**src/rtl/fetch_pc_unit_pkg.sv**
```systemverilog
// Shared fetch-stage types: FSM state encoding, NOP word and the IF/ID payload.
`default_nettype none

package fetch_pc_unit_pkg;

  typedef enum logic [1:0] {
    REQ  = 2'd0,
    WAIT = 2'd1,
    HOLD = 2'd2,
    DROP = 2'd3
  } fetch_state_e;

  localparam logic [31:0] NOP_INSTR = 32'h0000_0013;

  typedef struct packed {
    logic        valid;
    logic [31:0] pc;
    logic [31:0] instr;
  } if_id_t;

endpackage

`default_nettype wire

```
**src/rtl/fetch_pc_unit_if_id_reg.sv**
```systemverilog
// IF/ID pipeline register; flush dominates load, otherwise the contents hold.
`default_nettype none

module if_id_reg
  import fetch_pc_unit_pkg::*;
#(
  parameter logic [31:0] NOP_WORD = NOP_INSTR
) (
  input  logic   clk,
  input  logic   rst_n,
  input  logic   load,
  input  logic   flush,
  input  if_id_t load_data,
  output if_id_t q
);

  always_ff @(posedge clk or negedge rst_n) begin
    if (!rst_n) begin
      q.valid <= 1'b0;
      q.pc    <= 32'h0;
      q.instr <= NOP_WORD;
    end else if (flush) begin
      // pc is left untouched so it stays stable while the slot is invalid
      q.valid <= 1'b0;
      q.instr <= NOP_WORD;
    end else if (load) begin
      q <= load_data;
    end
  end

endmodule

`default_nettype wire

```
**src/rtl/fetch_pc_unit.sv**
```systemverilog
// Fetch stage: PC, single-outstanding imem handshake, skid buffer and redirect/flush control.
`default_nettype none

module fetch_pc_unit #(
  parameter logic [31:0] RESET_PC  = 32'h0000_0000,
  parameter logic [31:0] NOP_INSTR = 32'h0000_0013
) (
  input  logic        clk,
  input  logic        rst_n,
  input  logic        br_taken,
  input  logic [31:0] br_target,
  input  logic        stall,
  output logic        imem_req,
  output logic [31:0] imem_addr,
  input  logic        imem_rvalid,
  input  logic [31:0] imem_rdata,
  output logic        if_id_valid,
  output logic [31:0] if_id_pc,
  output logic [31:0] if_id_instr
);
  import fetch_pc_unit_pkg::*;

  fetch_state_e state, state_d;
  logic [31:0]  pc, pc_d, buf_pc, buf_instr, redirect;
  logic         load, flush, capture;
  if_id_t       load_data, if_id_q;

  assign redirect  = br_target & ~32'h3;
  // Gated with rst_n so no request is visible while reset is held
  assign imem_req  = (state == REQ) && rst_n;
  assign imem_addr = pc;

  always_comb begin
    state_d   = state;
    pc_d      = pc;
    load      = 1'b0;
    flush     = 1'b0;
    capture   = 1'b0;
    load_data = '{valid: 1'b1, pc: pc, instr: imem_rdata};
    case (state)
      REQ: begin
        state_d = WAIT;
        if (br_taken) begin
          pc_d    = redirect;
          flush   = 1'b1;
          state_d = DROP;
        end
      end
      WAIT: begin
        if (br_taken) begin
          pc_d    = redirect;
          flush   = 1'b1;
          state_d = imem_rvalid ? REQ : DROP;
        end else if (imem_rvalid) begin
          pc_d = pc + 32'd4;
          if (stall) begin
            capture = 1'b1;
            state_d = HOLD;
          end else begin
            load    = 1'b1;
            state_d = REQ;
          end
        end else if (!stall) begin
          flush = 1'b1;
        end
      end
      HOLD: begin
        if (br_taken) begin
          pc_d    = redirect;
          flush   = 1'b1;
          state_d = REQ;
        end else if (!stall) begin
          load      = 1'b1;
          load_data = '{valid: 1'b1, pc: buf_pc, instr: buf_instr};
          state_d   = REQ;
        end
      end
      DROP: begin
        if (br_taken) begin
          pc_d  = redirect;
          flush = 1'b1;
        end
        if (imem_rvalid) state_d = REQ;
      end
      default: state_d = REQ;
    endcase
  end

  always_ff @(posedge clk or negedge rst_n) begin
    if (!rst_n) begin
      state     <= REQ;
      pc        <= RESET_PC;
      buf_pc    <= 32'h0;
      buf_instr <= NOP_INSTR;
    end else begin
      state <= state_d;
      pc    <= pc_d;
      if (capture) begin
        buf_pc    <= pc;
        buf_instr <= imem_rdata;
      end
    end
  end

  if_id_reg #(
    .NOP_WORD (NOP_INSTR)
  ) u_if_id_reg (
    .clk       (clk),
    .rst_n     (rst_n),
    .load      (load),
    .flush     (flush),
    .load_data (load_data),
    .q         (if_id_q)
  );

  assign if_id_valid = if_id_q.valid;
  assign if_id_pc    = if_id_q.pc;
  assign if_id_instr = if_id_q.instr;

endmodule

`default_nettype wire

```
**config.mk**
```make
export PLATFORM = sky130hd
export DESIGN_NAME = fetch_pc_unit
export DESIGN_NICKNAME = d
export VERILOG_FILES = /design/src/rtl/fetch_pc_unit_pkg.sv /design/src/rtl/fetch_pc_unit_if_id_reg.sv /design/src/rtl/fetch_pc_unit.sv
export SDC_FILE = /design/constraint.sdc
export NUM_CORES = 1
export LEC_CHECK = 0
export BUFFER_PORTS_ARGS = -buffer_cell sky130_fd_sc_hd__buf_2
export CAP_MARGIN = 0
export CORE_MARGIN = 2
export CORE_UTILIZATION = 54
export DETAILED_ROUTE_END_ITERATION = 6
export MAX_ROUTING_LAYER = met4
export PLACE_DENSITY = 0.8
export SLEW_MARGIN = 5
export SYNTH_ARGS = -nofsm -noshare
export SYNTH_HDL_FRONTEND = slang
export SYNTH_SLANG_ARGS = --single-unit
```
**constraint.sdc**
```tcl
create_clock -name clk -period 2.4 [get_ports clk]
set_input_delay 0.24 -clock clk [delete_from_list [all_inputs] [get_ports clk]]
set_output_delay 0.24 -clock clk [all_outputs]
set_load 0.005 [all_outputs]
```
# ---- Word level (Yosys, flattened, before mapping)
# Cells that the tools add are included.
dict set report totals {
  register_bits 163
  inputBits 69
  out_inout_bits 98
  word_cells 55
}
dict set report classes {
  addsub 1
  n_eq_ne 7
  muxes 32
  bitwise 1
  n_reduce_logical 7
}
# op n
set op_table {}
lappend op_table {{64-bit 2-to-1 mux} 3}
lappend op_table {{32-bit 2-to-1 mux} 4}
lappend op_table {{65-bit 2-to-1 mux} 1}
lappend op_table {{32-bit one-hot mux with 2 select lines} 1}
lappend op_table {{32-bit by 3-bit adder with 32-bit output (second input constant)} 1}
lappend op_table {{2-bit 2-to-1 mux} 8}
lappend op_table {{1-bit 2-to-1 mux} 12}
lappend op_table {{2-bit one-hot mux with 4 select lines} 1}
lappend op_table {{3-bit != test (second input constant)} 2}
lappend op_table {{2-bit == test (second input constant)} 2}
lappend op_table {{1-bit one-hot mux with 2 select lines} 2}
lappend op_table {{2-bit AND reduction} 2}
lappend op_table {{3-bit AND reduction} 1}
lappend op_table {{3-bit OR reduction} 1}
lappend op_table {{2-bit by 1-bit == test with 1-bit output (second input constant)} 1}
lappend op_table {{2-bit logical NOT} 1}
lappend op_table {{2-bit by 1-bit != test with 1-bit output (second input constant)} 1}
lappend op_table {{2-bit != test (second input constant)} 1}
lappend op_table {{2-bit nonzero test} 1}
lappend op_table {{1-bit logical AND} 1}
lappend op_table {{1-bit inverter} 1}

# ---- Logic depth before layout (Yosys ltp)
# Gate-level depths: netlist of run 1.
dict set report logic_depth {
  word_depth 6
  depth_mapped 9
  ltp_nobuf 6
}

# ---- By module
# A second synthesis of run 1 with hierarchy kept.
dict set report hier_totals {
  cells_unflattened 621
  hier_area_um2 7699.9
}
# module instances cells_each area_per_inst_um2 seq_area_each_um2
set by_module_without_submodules {}
lappend by_module_without_submodules {fetch_pc_unit 1 445 5037.3 2356.0}
lappend by_module_without_submodules {if_id_reg 1 176 2662.6 1630.3}

# ---- Worst setup path before layout of run 1
# No wires, ideal clock.
dict set report synth_timing {
  path_kind {reg-to-reg}
  from {reg state[1]}
  to {reg pc[30] (netlist: imem_addr[30])}
  setup_time_ns 0.082
  arrival_ns 2.166
  required_time_ns 2.318
  path_slack_ns 0.153
  path_stages_with_launch 8
  n_path_buf 1
  period_less_slack_ns 2.247
  path_cell_list {dfrtp_1 inv_1 ha_1 nand4_1 or4_4 buf_6 or4_1 a31oi_1}
}
dict set report synth_via {
  elab_chain_len 4
  word_cells_on_any_way 9
  cone_classes {5 x eq/ne; 1 x mux; 3 x reduce/logical}
}
# element line
set synth_lines {}
lappend synth_lines {{start: declaration} fetch_pc_unit.sv:23} ;# fetch_state_e state, state_d;
lappend synth_lines {{start signal: assignment} fetch_pc_unit.sv:96} ;# state <= state_d;
lappend synth_lines {{2-bit == test / 2-bit logical NOT (equally long branches)} fetch_pc_unit.sv:40} ;# case (state)
lappend synth_lines {{3-bit OR reduction (no line)} --}
lappend synth_lines {{2-bit by 1-bit != test with 1-bit output (no line)} --}
lappend synth_lines {{2-bit AND reduction (no line)} --}
lappend synth_lines {{end signal: assignment} fetch_pc_unit.sv:97} ;# pc <= pc_d;
lappend synth_lines {{end: declaration} fetch_pc_unit.sv:24} ;# logic [31:0] pc, pc_d, buf_pc, buf_instr, redirect;
# Parallel ways exist; a longest one is shown, timed or not.
# A chain may end at the register's enable or synchronous reset.

# ---- Final worst setup path of run 1
dict set report layout_timing {
  from {reg state[1]}
  to {reg pc[26] (netlist: imem_addr[26])}
}
# The elaborated chain is that of the path after synthesis.

==> results of run 1 <==
==> through the flow <==
step | setup slack, ps | std cells | total power, uW
3_3_place_gp | 158 | 942 | 6050
4_1_cts | 85.5 | 974 | 8900
6_report | 147 | 974 | 8840
2_1_floorplan | 153 | 632 | 5300
5_1_grt | 6.43 | 974 | 9380
3_5_place_dp | 104 | 942 | 6240
==> routing by layer <==
layer / GRT usage / wire length, um / up-vias
li1: - / - / 2569
met3: 0.0627 / 1170 / 24
met5: - / 0 / -
met2: 0.416 / 8470 / 215
met4: 0.0930 / 300 / 0
met1: 0.323 / 7180 / 2757
==> where the power goes <==
group          internal, uW  leakage, uW  switching [uW]
clock network          1600     0.000299            1040
logic                  1090      0.00181            1040
registers              3550      0.00195             522
total                  6240      0.00406            2610
==> Yosys cell counts, drive strengths merged, types with 6 or more instances <==
library cell  count  area [sq um]
mux2             56           631
mux2i            60           601
o21ai            58           290
a21oi            11          55.1
buf              19           101
nand3            11          55.1
dfstp             6           158
o31ai             8          60.1
or4               9          71.3
dfrtp           151          3780
nand2            64           240
inv              10          37.5
a31oi            13          81.3
nor2             29           109
o2bb2ai          29           254
ha                6          75.1
xnor2             8          70.1
nand4            10          77.6
clkbuf           29           109
==> kinds of logic after synthesis <==
| kind of cell | after synthesis |
|---|---|
| adder cells (fa/ha/maj) | 6 |
| multiplexers | 116 |
| XOR/XNOR | 10 |
| AO/OA/AOI/OAI | 130 |
| other | 1 |
| buffers and inverters | 58 |
| flip-flops | 157 |
| AND/OR/NAND/NOR | 151 |
==> worst max path at each step <==
| stage | startpoint | end | slack (ps) |
|---|---|---|---|
| floorplan | state[1] | imem_addr[30] | 150 |
| global placement | state[1] | imem_addr[17] | 160 |
| detailed placement | state[1] | imem_addr[19] | 100 |
| CTS | state[1] | imem_addr[26] | 90 |
| global route | state[1] | imem_addr[30] | 6 |
| finish | state[1] | imem_addr[26] | 150 |
==> state kept, by name, indices dropped and copies added (netlist names) <==
register	flops
state	2
buf_pc	30
u_if_id_reg.q	63
buf_instr	32
imem_addr	30
==> worst register-to-register path, cell delays in order (launching register included) <==
cell and delay (ps):
dfrtp_1 410, inv_1 130, ha_1 230, nand4_1 170, or4_4 530, or4_1 540
a31oi_1 170
==> layout make-up <==
| cell class | instances | area (sq um) |
|---|---|---|
| fill | 952 | 4280 |
| sequential | 157 | 3940 |
| multi-input combinational | 417 | 3010 |
| timing repair buffer | 182 | 1020 |
| clock buffer | 20 | 467 |
| tap | 176 | 220 |
| clock inverter | 12 | 118 |
| inverter | 10 | 37.5 |
==> impl_metrics.toml, run 1 <==
[timing]
drv_slew = 0
setup_viol = 0
fin_tns_setup_ps = 0
max_freq_ghz = 0.444
worstMarginPinSlew_ps = 826
final.period_utilization = 0.939
finalCriticalPeriod_ps = 2250
fin_skew_ps = 7.02
grt_setup_unrepaired = "no"
whs_ps = -47.0
final_hold_viol_count = 13
slew_headroom = 0.449

[critical_path]
regToRegStartpoint = "state[1]"
path_buf_inv = 1
reg2reg_slack_ps = 150
cp_num_cells = 6
crit_slowest_cell = "or4_1"
crit_path_cell_trace = "inv_1 > ha_1 > nand4_1 > or4_4 > or4_1 > a31oi_1"
cpPeakStageDelay_ps = 540
r2r-end = "imem_addr[26]"
critPathTopFamily = "simple AND/OR/NAND/NOR gates"
cp_data_required_time_ps = 2750
crit_arrival_ps = 2600
critPathCaptureType = "flop"
reg2regPathDepth = 6
criticalPathCategory = "flop to flop"
worstPathMaxFanout = 11
start_kind = "flop"

[drt]
drt_iter0_drc = 393
wirelength_um = 17100
vias = 5565
ant_nets = 0
dr.pass1.iters = 5
viasPerCell = 5.71
wl_per_cell_um = 17.6
drc = 0

[clock_tree]
cts_buffer_depth = 2
ctsHoldBuffers = 0
clkLatencyLatePin_ps = 420
cts_max_level = 4
path_clk_slew_ps = 60
clock-sinks = 157
cts_made_buffers = 17
cts_tree = "yes"
clock-root-buffer = "clkbuf_16"
post_cts_resized = 0
postCtsSetupBuffers = 0

[synthesis]
synth_edf_count = 0
ys_seq_area_frac = 0.550
avgSynthCellArea_sq_um = 11.4
syn_inst = 629
ys_types = 44
synthMuxAreaShare = 0.172
synth-xor-area-share = 0.0122
synth_top_family_by_area = "multiplexers"
ys_seq_elements = 157
synthArstFlopShare = 1.00
yosys.area_share.simple = 0.103
synth_fa_ha_area_frac = 0.0105
synth_area_sq_mm = 0.00716
synth_compound_area_frac = 0.117
yosysWarnings = 0
ys.flop_type = "dfrtp_1"

[floorplan]
dieArea_sq_mm = 0.0142
start_util = 0.547
io_pins = 167
die_h_um = 119
die_w_um = 119
fp-row-count = 42
coreArea_sq_mm = 0.0131

[cells_and_area]
nets = 860
layout_commonest_cell = "buf_2"
areaGrowthSynthToFinish_pct = 23.1
diodes = 0
layout_common_cells = "159 x buf_2, 151 x dfrtp_1, 64 x nand2_1, 60 x mux2i_1, 57 x o21ai_0"
final_layout_size_suffix_gt1_frac = 0.356
postLayoutCoreUtil = 0.673
final_area_sq_mm = 0.00881

[hold_path]
hold_class = "primary input to asynchronous set/reset pin"

[placed_design]
dpl.hpwl_um = 11300
gp_congestion = 0.868
placed_area_sq_mm = 0.00822
io_buffers = 160

[run_status]
status = "complete, but fails checks"
violations = "negative hold slack"

[global_routing]
grt_pass1_vias = 5695
grt_max_degree = 158
grt_overflow_total = 0
antenna_found_initial = 0
grt.total_usage = 0.259
grt_pass1_wl_um = 28000

[power]
p_leak_uw = 0.00406
irDropWorstVdd_v = 0.000488
powerDensity_mw_per_mm2 = 1000

[run]
maxCapViolCount = 0
Power figures use the tool's default switching activity.
==> inputs of run 2 (changes only) <==
--- a/config.mk
+++ b/config.mk
@@ -10,6 +10,7 @@
 export CORE_MARGIN = 2
 export CORE_UTILIZATION = 54
 export DETAILED_ROUTE_END_ITERATION = 6
+export HOLD_SLACK_MARGIN = 0.12
 export MAX_ROUTING_LAYER = met4
 export PLACE_DENSITY = 0.8
 export SLEW_MARGIN = 5
==> run 2 against run 1 <==
The flow now finishes without violations. Hold slack better by 180 ps. Global-route usage up 1.8 points. Final cell count up 6.3%. Clock-buffer cell count unchanged. Clock power about the same. Critical path depth unchanged. Design area up 6.9%. Die area unchanged. Sequential power about the same. Routed wire length up 7.3%. Sequential share of layout area down 2.9 points. Largest power group unchanged. Highest routed layer unchanged.
==> impl_metrics.toml, run 2 (synthesis results as in run 1) <==
[cells_and_area]
areaGrowthSynthToFinish_pct = 31.6
largest_reg_flops = 63
diodes = 0
postLayoutCoreUtil = 0.720
final_layout_size_suffix_gt1_frac = 0.331
top_register = "u_if_id_reg.q"
fillers = 868
largestRegisters = "u_if_id_reg.q: 63 flops, buf_instr: 32 flops"
layout_common_cells = "159 x buf_2, 151 x dfrtp_1, 64 x nand2_1, 61 x dlygate4sd3_1, 60 x mux2i_1"
layout_commonest_cell = "buf_2"
nets = 921

[clock_tree]
cts_max_level = 4
postCtsSetupBuffers = 0
cts_buffer_depth = 2
clock-root-buffer = "clkbuf_16"
cts_tree = "yes"
path_clk_slew_ps = 60
cts_made_buffers = 17
clock-sinks = 157
clkLatencyLatePin_ps = 420

[power]
power_frac_comb = 0.249
totalPowerFinal_uw = 8960
power.switching_uw = 2660
irDropWorstVdd_v = 0.000553
power_frac_seq = 0.456
p_leak_uw = 0.00432
p_clk_frac = 0.295
cell_internal_pwr_uw = 6300
powerDensity_mw_per_mm2 = 951
swShare = 0.296

[critical_path]
crit_arrival_ps = 2590
worstPathMaxFanout = 11
cp_data_required_time_ps = 2750
criticalPathCategory = "flop to flop"
start_kind = "flop"
critPathCaptureType = "flop"

[timing]
finalWorstSetupSlack_ps = 156
final.period_utilization = 0.935
fin_skew_ps = 3.47
whs_ps = 129
max_freq_ghz = 0.446
worstMarginPinSlew_ps = 820
grt_setup_unrepaired = "no"
setup_viol = 0
finalCriticalPeriod_ps = 2240
drv_slew = 0
final_hold_viol_count = 0
fin_tns_setup_ps = 0
slew_headroom = 0.453

[floorplan]
dieArea_sq_mm = 0.0142
start_util = 0.547
die_w_um = 119
coreArea_sq_mm = 0.0131
die_h_um = 119
fp-row-count = 42
io_pins = 167

[global_routing]
antenna_found_initial = 0
grt_max_degree = 158
grt.total_usage = 0.278
grt_pass1_vias = 6125
grt_overflow_total = 0
grt_pass1_wl_um = 30100

[drt]
viasPerCell = 5.66
ant_nets = 0
drt_iter0_drc = 429
vias = 5854
drc = 0
wl_per_cell_um = 17.7
dr.pass1.iters = 5
wl_met1_um = 7650
wl_met2_um = 9230
dr_wl_met3_um = 1050
topRoutingLayerUsed = "met4"
wirelength_um = 18400

[placed_design]
dpl.hpwl_um = 11300
io_buffers = 160
gp_congestion = 0.868
pre_cts_slack_ps = 104

[hold_path]
hold_class = "primary input to flop"

[run_status]
status = "finished clean"

[run]
maxCapViolCount = 0
-- run 2: layout make-up --
class	instances	area [sq um]	area share
sequential	157	3940	0.418
multi-input combinational	417	3010	0.319
timing repair buffer	243	1630	0.173
clock buffer	20	467	0.0495
tap	176	220	0.0234
clock inverter	12	118	0.0125
inverter	10	37.5	0.00399
-- run 2: power groups by stage --
stage / Combinational [uW] / Clock (uW) / Sequential [uW]
3_5_place_dp: 2140 / 0 / 4100
6_report: 2230 / 2650 / 4080
5_1_grt: 2480 / 2810 / 4190
2_1_floorplan: 1280 / 0 / 4020
4_1_cts: 2230 / 2680 / 4070
3_3_place_gp: 2030 / 0 / 4020
-- run 2: worst max-delay path: stages, from the launching register on --
cell,delay (ps)
dfrtp_1,410
inv_1,130
ha_1,230
nand4_1,170
or4_4,530
or4_1,530
a31oi_1,170
-- run 2: final timing paths --
path	startpoint	end	slack [ps]	depth (start not counted)
max in group asynchronous	rst_n	u_if_id_reg.q[35]	1220	3
min	br_target[20]	imem_addr[20]	130	3
min reg2reg	u_if_id_reg.q[35]	u_if_id_reg.q[35]	480	2
max reg2reg	state[1]	imem_addr[26]	160	6
max	state[1]	imem_addr[26]	160	6
min in group asynchronous	rst_n	imem_addr[16]	600	3
-- run 2: metrics by stage --
step                      instances  instance area, sq um
after CTS                      1035                  9420
final                          1035                  9420
after detailed placement        942                  8220
after global placement          942                  8220
after global routing           1035                  9420
after floorplan                 632                  7170
-- run 2: what timing repair did --
| item | CTS | global route |
|---|---|---|
| gates resized for setup | 0 | 1 |
| hold buffers | 61 | 0 |
| endpoints found under the hold margin | 228 | 0 |
| setup endpoints to repair | 0 | 5 |
-- run 2: per-layer routing --
metal / vias up / GRT usage
met4: 0 / 0.106
met2: 212 / 0.454
li1: 2690 / -
met1: 2917 / 0.340
met5: - / -
met3: 35 / 0.0603
